[src/rtl/sobel_frame_loader_if.sv]
// Pixel-stream / SRAM1-write / frame-handshake bundle between a pixel source,
// the frame loader and the sobelFilter.
//   getNext      : filter asks for the next frame
//   pixData/pixValid/pixSof/pixReady : 8-bit pixel stream with start-of-frame
//   we1/write_addr1/data1 : SRAM1 write port, one 64-bit word per strobe
//   startEn      : one-cycle pulse, frame resident in SRAM1
//   loadBusy     : loader is filling a frame
//   syncErr      : sticky start-of-frame alignment error
// The slave modport is the loader; master is the stream/filter side.
interface sobel_frame_loader_if #(
  parameter int ADDR_W = 20
);
  logic              getNext;
  logic [7:0]        pixData;
  logic              pixValid;
  logic              pixSof;
  logic              pixReady;
  logic              we1;
  logic [ADDR_W-1:0] write_addr1;
  logic [63:0]       data1;
  logic              startEn;
  logic              loadBusy;
  logic              syncErr;

  modport master (
    output getNext, pixData, pixValid, pixSof,
    input  pixReady, we1, write_addr1, data1, startEn, loadBusy, syncErr
  );

  modport slave (
    input  getNext, pixData, pixValid, pixSof,
    output pixReady, we1, write_addr1, data1, startEn, loadBusy, syncErr
  );
endinterface

[src/rtl/sobel_frame_loader.sv]
// Frame loader feeding sobelFilter: packs an 8-bit pixel stream MSB-first into
// 64-bit words, writes a whole frame into SRAM1, then pulses startEn. A new
// frame is loaded on getNext (requests seen while busy are remembered).
// Ports:
//   clk   : system clock, posedge
//   reset : synchronous, active-high
//   bus   : sobel_frame_loader_if.slave (pixel stream, SRAM1 write, handshake)
module sobel_frame_loader #(
  parameter int FRAME_WORDS = 32768,
  parameter int ADDR_W      = 20,
  parameter int AUTO_START  = 1
) (
  input  logic                  clk,
  input  logic                  reset,
  sobel_frame_loader_if.slave   bus
);

  localparam logic [ADDR_W-1:0] LAST_ADDR = ADDR_W'(FRAME_WORDS - 1);

  typedef enum logic [1:0] {IDLE, FILL, DONE} state_t;

  state_t            state_q, state_d;
  logic              pending_q, pending_d;
  logic [2:0]        byte_q, byte_d;
  logic [ADDR_W-1:0] wcnt_q, wcnt_d;
  logic [55:0]       pack_q, pack_d;
  logic              we1_q, we1_d;
  logic [ADDR_W-1:0] addr_q, addr_d;
  logic [63:0]       data_q, data_d;
  logic              last_q, last_d;
  logic              sync_q, sync_d;
  logic              ready_q, busy_q, start_q;
  logic              xfer, at_start;

  assign xfer     = bus.pixValid && ready_q;
  assign at_start = (byte_q == 3'd0) && (wcnt_q == '0);

  always_comb begin
    state_d   = state_q;
    pending_d = pending_q;
    byte_d    = byte_q;
    wcnt_d    = wcnt_q;
    pack_d    = pack_q;
    we1_d     = 1'b0;
    addr_d    = addr_q;
    data_d    = data_q;
    last_d    = last_q;
    sync_d    = sync_q;
    case (state_q)
      IDLE: begin
        if (bus.getNext || pending_q) begin
          state_d   = FILL;
          pending_d = 1'b0;
        end
      end
      FILL: begin
        if (bus.getNext) pending_d = 1'b1;
        // last_q marks the cycle the final word is on the SRAM port; stream is
        // stalled during it so no pixel can spill past the frame.
        if (last_q) begin
          state_d = DONE;
          last_d  = 1'b0;
        end else if (xfer) begin
          if (at_start && !bus.pixSof) begin
            // Frame must open with pixSof: drop the pixel.
            sync_d = 1'b1;
          end else if (bus.pixSof && !at_start) begin
            // Unexpected start-of-frame: discard partial word, restart frame.
            sync_d = 1'b1;
            pack_d = {pack_q[47:0], bus.pixData};
            byte_d = 3'd1;
            wcnt_d = '0;
          end else begin
            pack_d = {pack_q[47:0], bus.pixData};
            if (byte_q == 3'd7) begin
              we1_d  = 1'b1;
              data_d = {pack_q, bus.pixData};
              addr_d = wcnt_q;
              byte_d = 3'd0;
              if (wcnt_q == LAST_ADDR) begin
                wcnt_d = '0;
                last_d = 1'b1;
              end else begin
                wcnt_d = wcnt_q + 1'b1;
              end
            end else begin
              byte_d = byte_q + 3'd1;
            end
          end
        end
      end
      DONE: begin
        if (bus.getNext) pending_d = 1'b1;
        state_d = IDLE;
      end
      default: state_d = IDLE;
    endcase
  end

  always_ff @(posedge clk) begin
    if (reset) begin
      state_q   <= (AUTO_START != 0) ? FILL : IDLE;
      pending_q <= 1'b0;
      byte_q    <= 3'd0;
      wcnt_q    <= '0;
      we1_q     <= 1'b0;
      addr_q    <= '0;
      data_q    <= '0;
      last_q    <= 1'b0;
      sync_q    <= 1'b0;
      ready_q   <= 1'b0;
      busy_q    <= 1'b0;
      start_q   <= 1'b0;
    end else begin
      state_q   <= state_d;
      pending_q <= pending_d;
      byte_q    <= byte_d;
      wcnt_q    <= wcnt_d;
      we1_q     <= we1_d;
      addr_q    <= addr_d;
      data_q    <= data_d;
      last_q    <= last_d;
      sync_q    <= sync_d;
      // Status outputs are registered from the next state.
      ready_q   <= (state_d == FILL) && !last_d;
      busy_q    <= (state_d == FILL);
      start_q   <= (state_d == DONE);
    end
    pack_q <= pack_d;
  end

  assign bus.pixReady    = ready_q;
  assign bus.we1         = we1_q;
  assign bus.write_addr1 = addr_q;
  assign bus.data1       = data_q;
  assign bus.startEn     = start_q;
  assign bus.loadBusy    = busy_q;
  assign bus.syncErr     = sync_q;

endmodule

[src/flat_wrapper.sv]
// flat-port wrapper written by rule: the top's interface ports become plain ports
module sobel_frame_loader_flat 
#(
  parameter int FRAME_WORDS = 32768,
  parameter int ADDR_W      = 20,
  parameter int AUTO_START  = 1
)
  (clk, reset, bus_getNext, bus_pixData, bus_pixValid, bus_pixSof, bus_pixReady, bus_we1, bus_write_addr1, bus_data1, bus_startEn, bus_loadBusy, bus_syncErr);
  sobel_frame_loader_if #(.ADDR_W(ADDR_W)) bus_i ();
  input  logic clk;
  input  logic reset;
  input wire logic [$bits(bus_i.getNext)-1:0] bus_getNext;
  input wire logic [$bits(bus_i.pixData)-1:0] bus_pixData;
  input wire logic [$bits(bus_i.pixValid)-1:0] bus_pixValid;
  input wire logic [$bits(bus_i.pixSof)-1:0] bus_pixSof;
  output wire logic [$bits(bus_i.pixReady)-1:0] bus_pixReady;
  output wire logic [$bits(bus_i.we1)-1:0] bus_we1;
  output wire logic [$bits(bus_i.write_addr1)-1:0] bus_write_addr1;
  output wire logic [$bits(bus_i.data1)-1:0] bus_data1;
  output wire logic [$bits(bus_i.startEn)-1:0] bus_startEn;
  output wire logic [$bits(bus_i.loadBusy)-1:0] bus_loadBusy;
  output wire logic [$bits(bus_i.syncErr)-1:0] bus_syncErr;
  assign bus_i.getNext = bus_getNext;
  assign bus_i.pixData = bus_pixData;
  assign bus_i.pixValid = bus_pixValid;
  assign bus_i.pixSof = bus_pixSof;
  assign bus_pixReady = bus_i.pixReady;
  assign bus_we1 = bus_i.we1;
  assign bus_write_addr1 = bus_i.write_addr1;
  assign bus_data1 = bus_i.data1;
  assign bus_startEn = bus_i.startEn;
  assign bus_loadBusy = bus_i.loadBusy;
  assign bus_syncErr = bus_i.syncErr;
  sobel_frame_loader #(.FRAME_WORDS(FRAME_WORDS), .ADDR_W(ADDR_W), .AUTO_START(AUTO_START)) u_core (.clk(clk), .reset(reset), .bus(bus_i));
endmodule
[config.mk]
export PLATFORM = sky130hd
export DESIGN_NAME = sobel_frame_loader_flat
export DESIGN_NICKNAME = d
export VERILOG_FILES = /design/src/rtl/sobel_frame_loader_if.sv /design/src/rtl/sobel_frame_loader.sv /design/src/flat_wrapper.sv
export SDC_FILE = /design/constraint.sdc
export NUM_CORES = 1
export LEC_CHECK = 0
export ABC_AREA = 1
export BUFFER_PORTS_ARGS = -buffer_cell sky130_fd_sc_hd__clkbuf_2
export CAP_MARGIN = 30
export CORE_MARGIN = 2
export CORE_UTILIZATION = 40
export DETAILED_ROUTE_END_ITERATION = 12
export PLACE_DENSITY_LB_ADDON = 0.08
export SYNTH_ARGS = -nofsm -noshare
export SYNTH_HDL_FRONTEND = slang
export SYNTH_SLANG_ARGS = --single-unit
[constraint.sdc]
create_clock -name clk -period 2.9 [get_ports clk]
set_input_delay 0 -clock clk [delete_from_list [all_inputs] [get_ports clk]]
set_output_delay 0 -clock clk [all_outputs]
set_load 0.1 [all_outputs]
# Yosys cells after proc, flatten, opt, wreduce, memory -nomap -nowiden

Index checks and enable logic that the tools add are counted.

Muxes and demuxes: 21
Bitwise operators: 5
Reductions and logical operators: 22
$add $sub $neg: 2
Eq/ne operators: 8

Operators by type and width:

| kind                    | count |
|---|---|
| $mux W20                | 3 |
| $add A20 B1 Y20 const B | 1 |
| $eq A20 B15 Y1 const B  | 1 |
| $logic_not A20 Y1       | 1 |
| $mux W1                 | 12 |
| $reduce_and A4 Y1       | 2 |
| $mux W3                 | 2 |
| $reduce_and A6 Y1       | 1 |
| $reduce_bool A2 Y1      | 3 |
| $reduce_or A6 Y1        | 1 |
| $logic_and A1 B1 Y1     | 5 |
| $not A1 Y1              | 5 |
| $reduce_and A5 Y1       | 1 |
| $eq A2 B1 Y1 const B    | 2 |
| $eq A2 B2 Y1 const B    | 2 |
| $mux W2                 | 2 |
| $ne A2 B1 Y1 const B    | 2 |
| $pmux W2 S2             | 1 |
| $add A3 B1 Y3 const B   | 1 |
| $eq A3 B3 Y1 const B    | 1 |
| $logic_not A1 Y1        | 3 |
| $logic_not A3 Y1        | 1 |
| $reduce_and A3 Y1       | 1 |
| $logic_not A2 Y1        | 1 |
| 3 further kinds         | 3 |

Bits in registers: 172
Input bits: 13
Output and inout port bits: 89

# Depth between registers and ports, before layout

Depth in word-level cells: 11
Gate-level depth with buffers: 15
Depth with buffers taken out: 15

# Worst setup path before layout

Ideal clock, no wire load.

Path kind: register to register
From: register u_core.ready_q, in the netlist u_core.bus.pixReady
To: register u_core.byte_q[0]
Arrival time: 3.025 ns
Required time: 2.813 ns
Slack: -0.212 ns
Period minus slack after synthesis: 3.112 ns
Buffers on the path: 0
Cell stages (with the launch flop): 7
Library setup time: 0.087 ns
Path through: dfxtp_1 nand2_1 nor2_8 nand2_4 inv_1 o21ai_0 a211oi_1

Longest elaborated chain between the ends: 2

RTL lines:

| what                        | line                      | RTL |
|---|---|---|
| start, declared             | sobel_frame_loader.sv:32  | `logic ready_q, busy_q, start_q;` |
| start signal, assigned      | sobel_frame_loader.sv:125 | `ready_q <= (state_d == FILL) && !last_d;` |
| $logic_and A1 B1 Y1         | sobel_frame_loader.sv:35  | `assign xfer = bus.pixValid && ready_q;` |
| $reduce_and A4 Y1 (no line) | -                         |  |
| end signal, assigned        | sobel_frame_loader.sv:117 | `byte_q <= byte_d;` |
| end, declared               | sobel_frame_loader.sv:24  | `logic [2:0] byte_q, byte_d;` |

Every way passes these cells.
A chain may end at the register's enable or synchronous reset.

# Worst setup path in the final report

From: register u_core.wcnt_q[3]
To: register u_core.addr_q[3], in the netlist u_core.bus.write_addr1[3]

Longest elaborated chain between the ends: 6
Elaborated cells between the ends (all ways): 8
Classes of those cells: 2 x bitwise; 6 x reduce/logical

RTL lines:

| what                        | line                      | RTL |
|---|---|---|
| start, declared             | sobel_frame_loader.sv:25  | `logic [ADDR_W-1:0] wcnt_q, wcnt_d;` |
| start signal, assigned      | sobel_frame_loader.sv:118 | `wcnt_q <= wcnt_d;` |
| $logic_not A20 Y1           | sobel_frame_loader.sv:36  | `assign at_start = (byte_q == 3'd0) && (wcnt_q == '0);` |
| $logic_and A1 B1 Y1         | sobel_frame_loader.sv:36  |  |
| $logic_not A1 Y1            | sobel_frame_loader.sv:67  | `end else if (bus.pixSof && !at_start) begin` |
| $logic_and A1 B1 Y1         | sobel_frame_loader.sv:67  |  |
| $not A1 Y1 (no line)        | -                         |  |
| $reduce_and A6 Y1 (no line) | -                         |  |
| end signal, assigned        | sobel_frame_loader.sv:120 | `addr_q <= addr_d;` |
| end, declared               | sobel_frame_loader.sv:28  | `logic [ADDR_W-1:0] addr_q, addr_d;` |

Parallel ways exist; a longest one is shown, timed or not.

==> reports/qor.yml <==
slowest_delay_ns: 0.34
final.setup_skew_ns: 0.0103
critPathBufInv: 4
io_buffers: 101
crit_path_start_kind: "flip-flop"
core_um2: 15800
worst_pin_slew_ns: 0.637
place_inst: 967
rows: 46
clkTransAtPathRegs_ns: 0.06
syn-num-nets: 695
synth_area_um2: 6400
wirelength_um: 14000
die_area_um2: 17000
max-clock-path-buffers: 2
ant_nets: 0
maxCapViolations: 0
yosys_warnings: 0
final_common_cell: "nor2_1"
via_count: 4809
cts.htree.levels: 4
cp_slowest_cell: "dfxtp_1"
die_h_um: 131
avgSynthCellArea_um2: 9.53
hold_path_startpoint: "bus_pixValid"
yosysSeqAreaShare_pct: 62.5
drtPass1Iterations: 4
reg2regPathDepth: 12
mostFrequentLayoutCells: "170 x nor2_1, 116 x dfxtp_1, 101 x clkbuf_2, 92 x o21ai_0, 56 x edfxtp_1"
synth_ff_type: "dfxtp_1"
hpwlAfterDp_um: 9330
worstPathArrival_ns: 2.72
rsz0062_at_grt: "false"
worst_hold_path.endpoint: "u_core.bus.syncErr$_SDFFE_PP0P_"
syn_to_final_growth_pct: 21.4
r2r-end: "u_core.bus.write_addr1[3]$_SDFFE_PP0P_"
initial_core_util_pct: 40.6
hold_depth: 5
drive_gt1_share_pct: 20.6
final-setup-viol-count: 0
drtIter0Drc: 305
fin_nets: 803
powerDensity_nw_per_um2: 633
post_cts_resized: 0
grt_pass1_vias: 4492
status: "completed"
max_freq_mhz: 412
place_congestion: 0.907
overflow: 0
path_class: "reg -> reg"
async_flop_share_pct: 0
synthDistinctLibCells: 34
endpoint_kind: "flip-flop"
crit_chain: "inv_2, nand4_1, nor3_1, nand3_1, inv_1, ha_1, nor2_4, nand4_4, clkinv_2, buf_4, o21ai_0, a21oi_1"
peakVddDrop_mv: 0.471
root_buffer: "clkbuf_16"
die-width_um: 131
clkLatencyLatePin_ns: 0.42
hold_class: "in -> reg"
timing.rr.start: "u_core.wcnt_q[3]$_SDFFE_PP0P_"
slew_headroom_pct: 57.4
hold_viol: 0
diodes: 0
fillers: 1515
period_share_pct: 83.8
synth_seq_cells: 172
syn-instance-count: 672
wl_per_cell_um: 13.8
layoutNonFillerInstCount: 1009
track_usage_pct: 17.1
cts-buffers-inserted: 17
power_leakage_uw: 0.00310
post-route-min-period_ns: 2.43
path_delay_family: "buffers and inverters"
cts_tree: "done"
synth_edf_count: 56
via_per_inst: 4.77
critPathRequiredTime_ns: 3.20
crit_fanout: 29
antenna_found_initial: 0
finalSetupTns_ns: 0
drc: 0
clock-sinks: 172
maxSlewViolCount: 0
grt_start_max_net_pins: 58
reg2reg_setup_slack_ns: 0.47
grt_pass1_wl_um: 22600
io_pins: 102
-- layer usage --
layer | part of all wire (%) | wire, um | global-route usage (%)
met1 | 50 | 6950 | 24.2
met2 | 43 | 6010 | 25.0
met3 | 5.9 | 825 | 4.80
met4 | 1.2 | 165 | 6.51
met5 | 0 | 0 | 0
-- cell usage after synthesis, drive strengths merged (7+ instances only) --
master  number  area [um2]
inv         43         161
clkbuf      16        63.8
nor2       180         748
nand3       20         100
buf         13        81.3
nand2       60         258
nand4        7        58.8
o21ai       95         475
dfxtp      116        2320
ha          10         125
edfxtp      56        1680
nor3        17        90.1
a21oi       29         149
-- layout make-up --
| type | count | area, um2 | share of cell area [%] |
|---|---|---|---|
| clock buffers | 19 | 433 | 5.57 |
| clock inverters | 13 | 113 | 1.45 |
| inverters | 43 | 166 | 2.14 |
| multi-input cells | 428 | 2090 | 26.9 |
| flip-flops and latches | 172 | 4000 | 51.5 |
| well taps | 216 | 270 | 3.48 |
| repair buffers | 118 | 696 | 8.95 |
-- worst register-to-register path, cell delays in order (launching register included) --
cell	delay, ns
dfxtp_1	0.34
inv_2	0.11
nand4_1	0.15
nor3_1	0.20
nand3_1	0.13
inv_1	0.08
ha_1	0.18
nor2_4	0.07
nand4_4	0.11
clkinv_2	0.33
buf_4	0.32
o21ai_0	0.21
a21oi_1	0.08
-- kinds of logic after synthesis --
kind of cell / Yosys count / synth area share (%)
simple gates: 288 / 20.2
flops: 172 / 62.5
compound gates: 128 / 10.2
buf+inv: 72 / 4.79
fa+ha+maj: 10 / 1.95
xor+xnor: 2 / 0.274
-- registers in the layout, summed over array words and instances (netlist names) --
signal	cells
u_core.bus.startEn	1
u_core.bus.pixReady	1
u_core.bus.write_addr1	20
u_core.bus.syncErr	1
u_core.pack_q	56
u_core.state_q	2
u_core.last_q	1
u_core.wcnt_q	20
u_core.bus.we1	1
u_core.bus.data1	64
u_core.pending_q	1
u_core.byte_q	3
u_core.bus.loadBusy	1
-- how the worst max path moves through the flow --
stage                                              start                                     end  slack (ns)  cells after the start
after global routing       u_core.wcnt_q[4]$_SDFFE_PP0P_  u_core.bus.write_addr1[3]$_SDFFE_PP0P_        0.17                     12
after CTS                  u_core.wcnt_q[0]$_SDFFE_PP0P_  u_core.bus.write_addr1[3]$_SDFFE_PP0P_        0.45                     13
after global placement     u_core.wcnt_q[0]$_SDFFE_PP0P_           u_core.byte_q[0]$_SDFFE_PP0P_        0.61                     12
after floorplan           u_core.bus.pixReady$_SDFF_PP0_           u_core.byte_q[0]$_SDFFE_PP0P_        0.35                      6
final                      u_core.wcnt_q[3]$_SDFFE_PP0P_  u_core.bus.write_addr1[3]$_SDFFE_PP0P_        0.47                     12
after detailed placement   u_core.wcnt_q[0]$_SDFFE_PP0P_  u_core.bus.write_addr1[3]$_SDFFE_PP0P_        0.47                     13
-- what timing repair did --
action / 4_1_cts / 5_1_grt
hold endpoints to repair: 26 / 0
buffers inserted: 0 / 0
hold buffers: 10 / 0
-- metrics by stage --
step	cell area (um2)	hold slack [ns]	total power, uW	setup WS (ns)	util [%]
after floorplan	6400	0.0785	2780	0.349	-
final	7770	0.134	4920	0.470	49.3
after CTS	7770	0.122	4990	0.454	49.3
after detailed placement	7130	0.195	2850	0.469	45.2
after global placement	7130	0.190	2850	0.609	45.2
after global routing	7770	0.187	5100	0.170	49.3
-- where the power goes --
| group | switching, uW | internal, uW |
|---|---|---|
| clock | 934 | 1180 |
| sequential | 24.9 | 2550 |
| combinational | 162 | 63.2 |
| total | 1120 | 3800 |
Power figures use the tool's default switching activity.
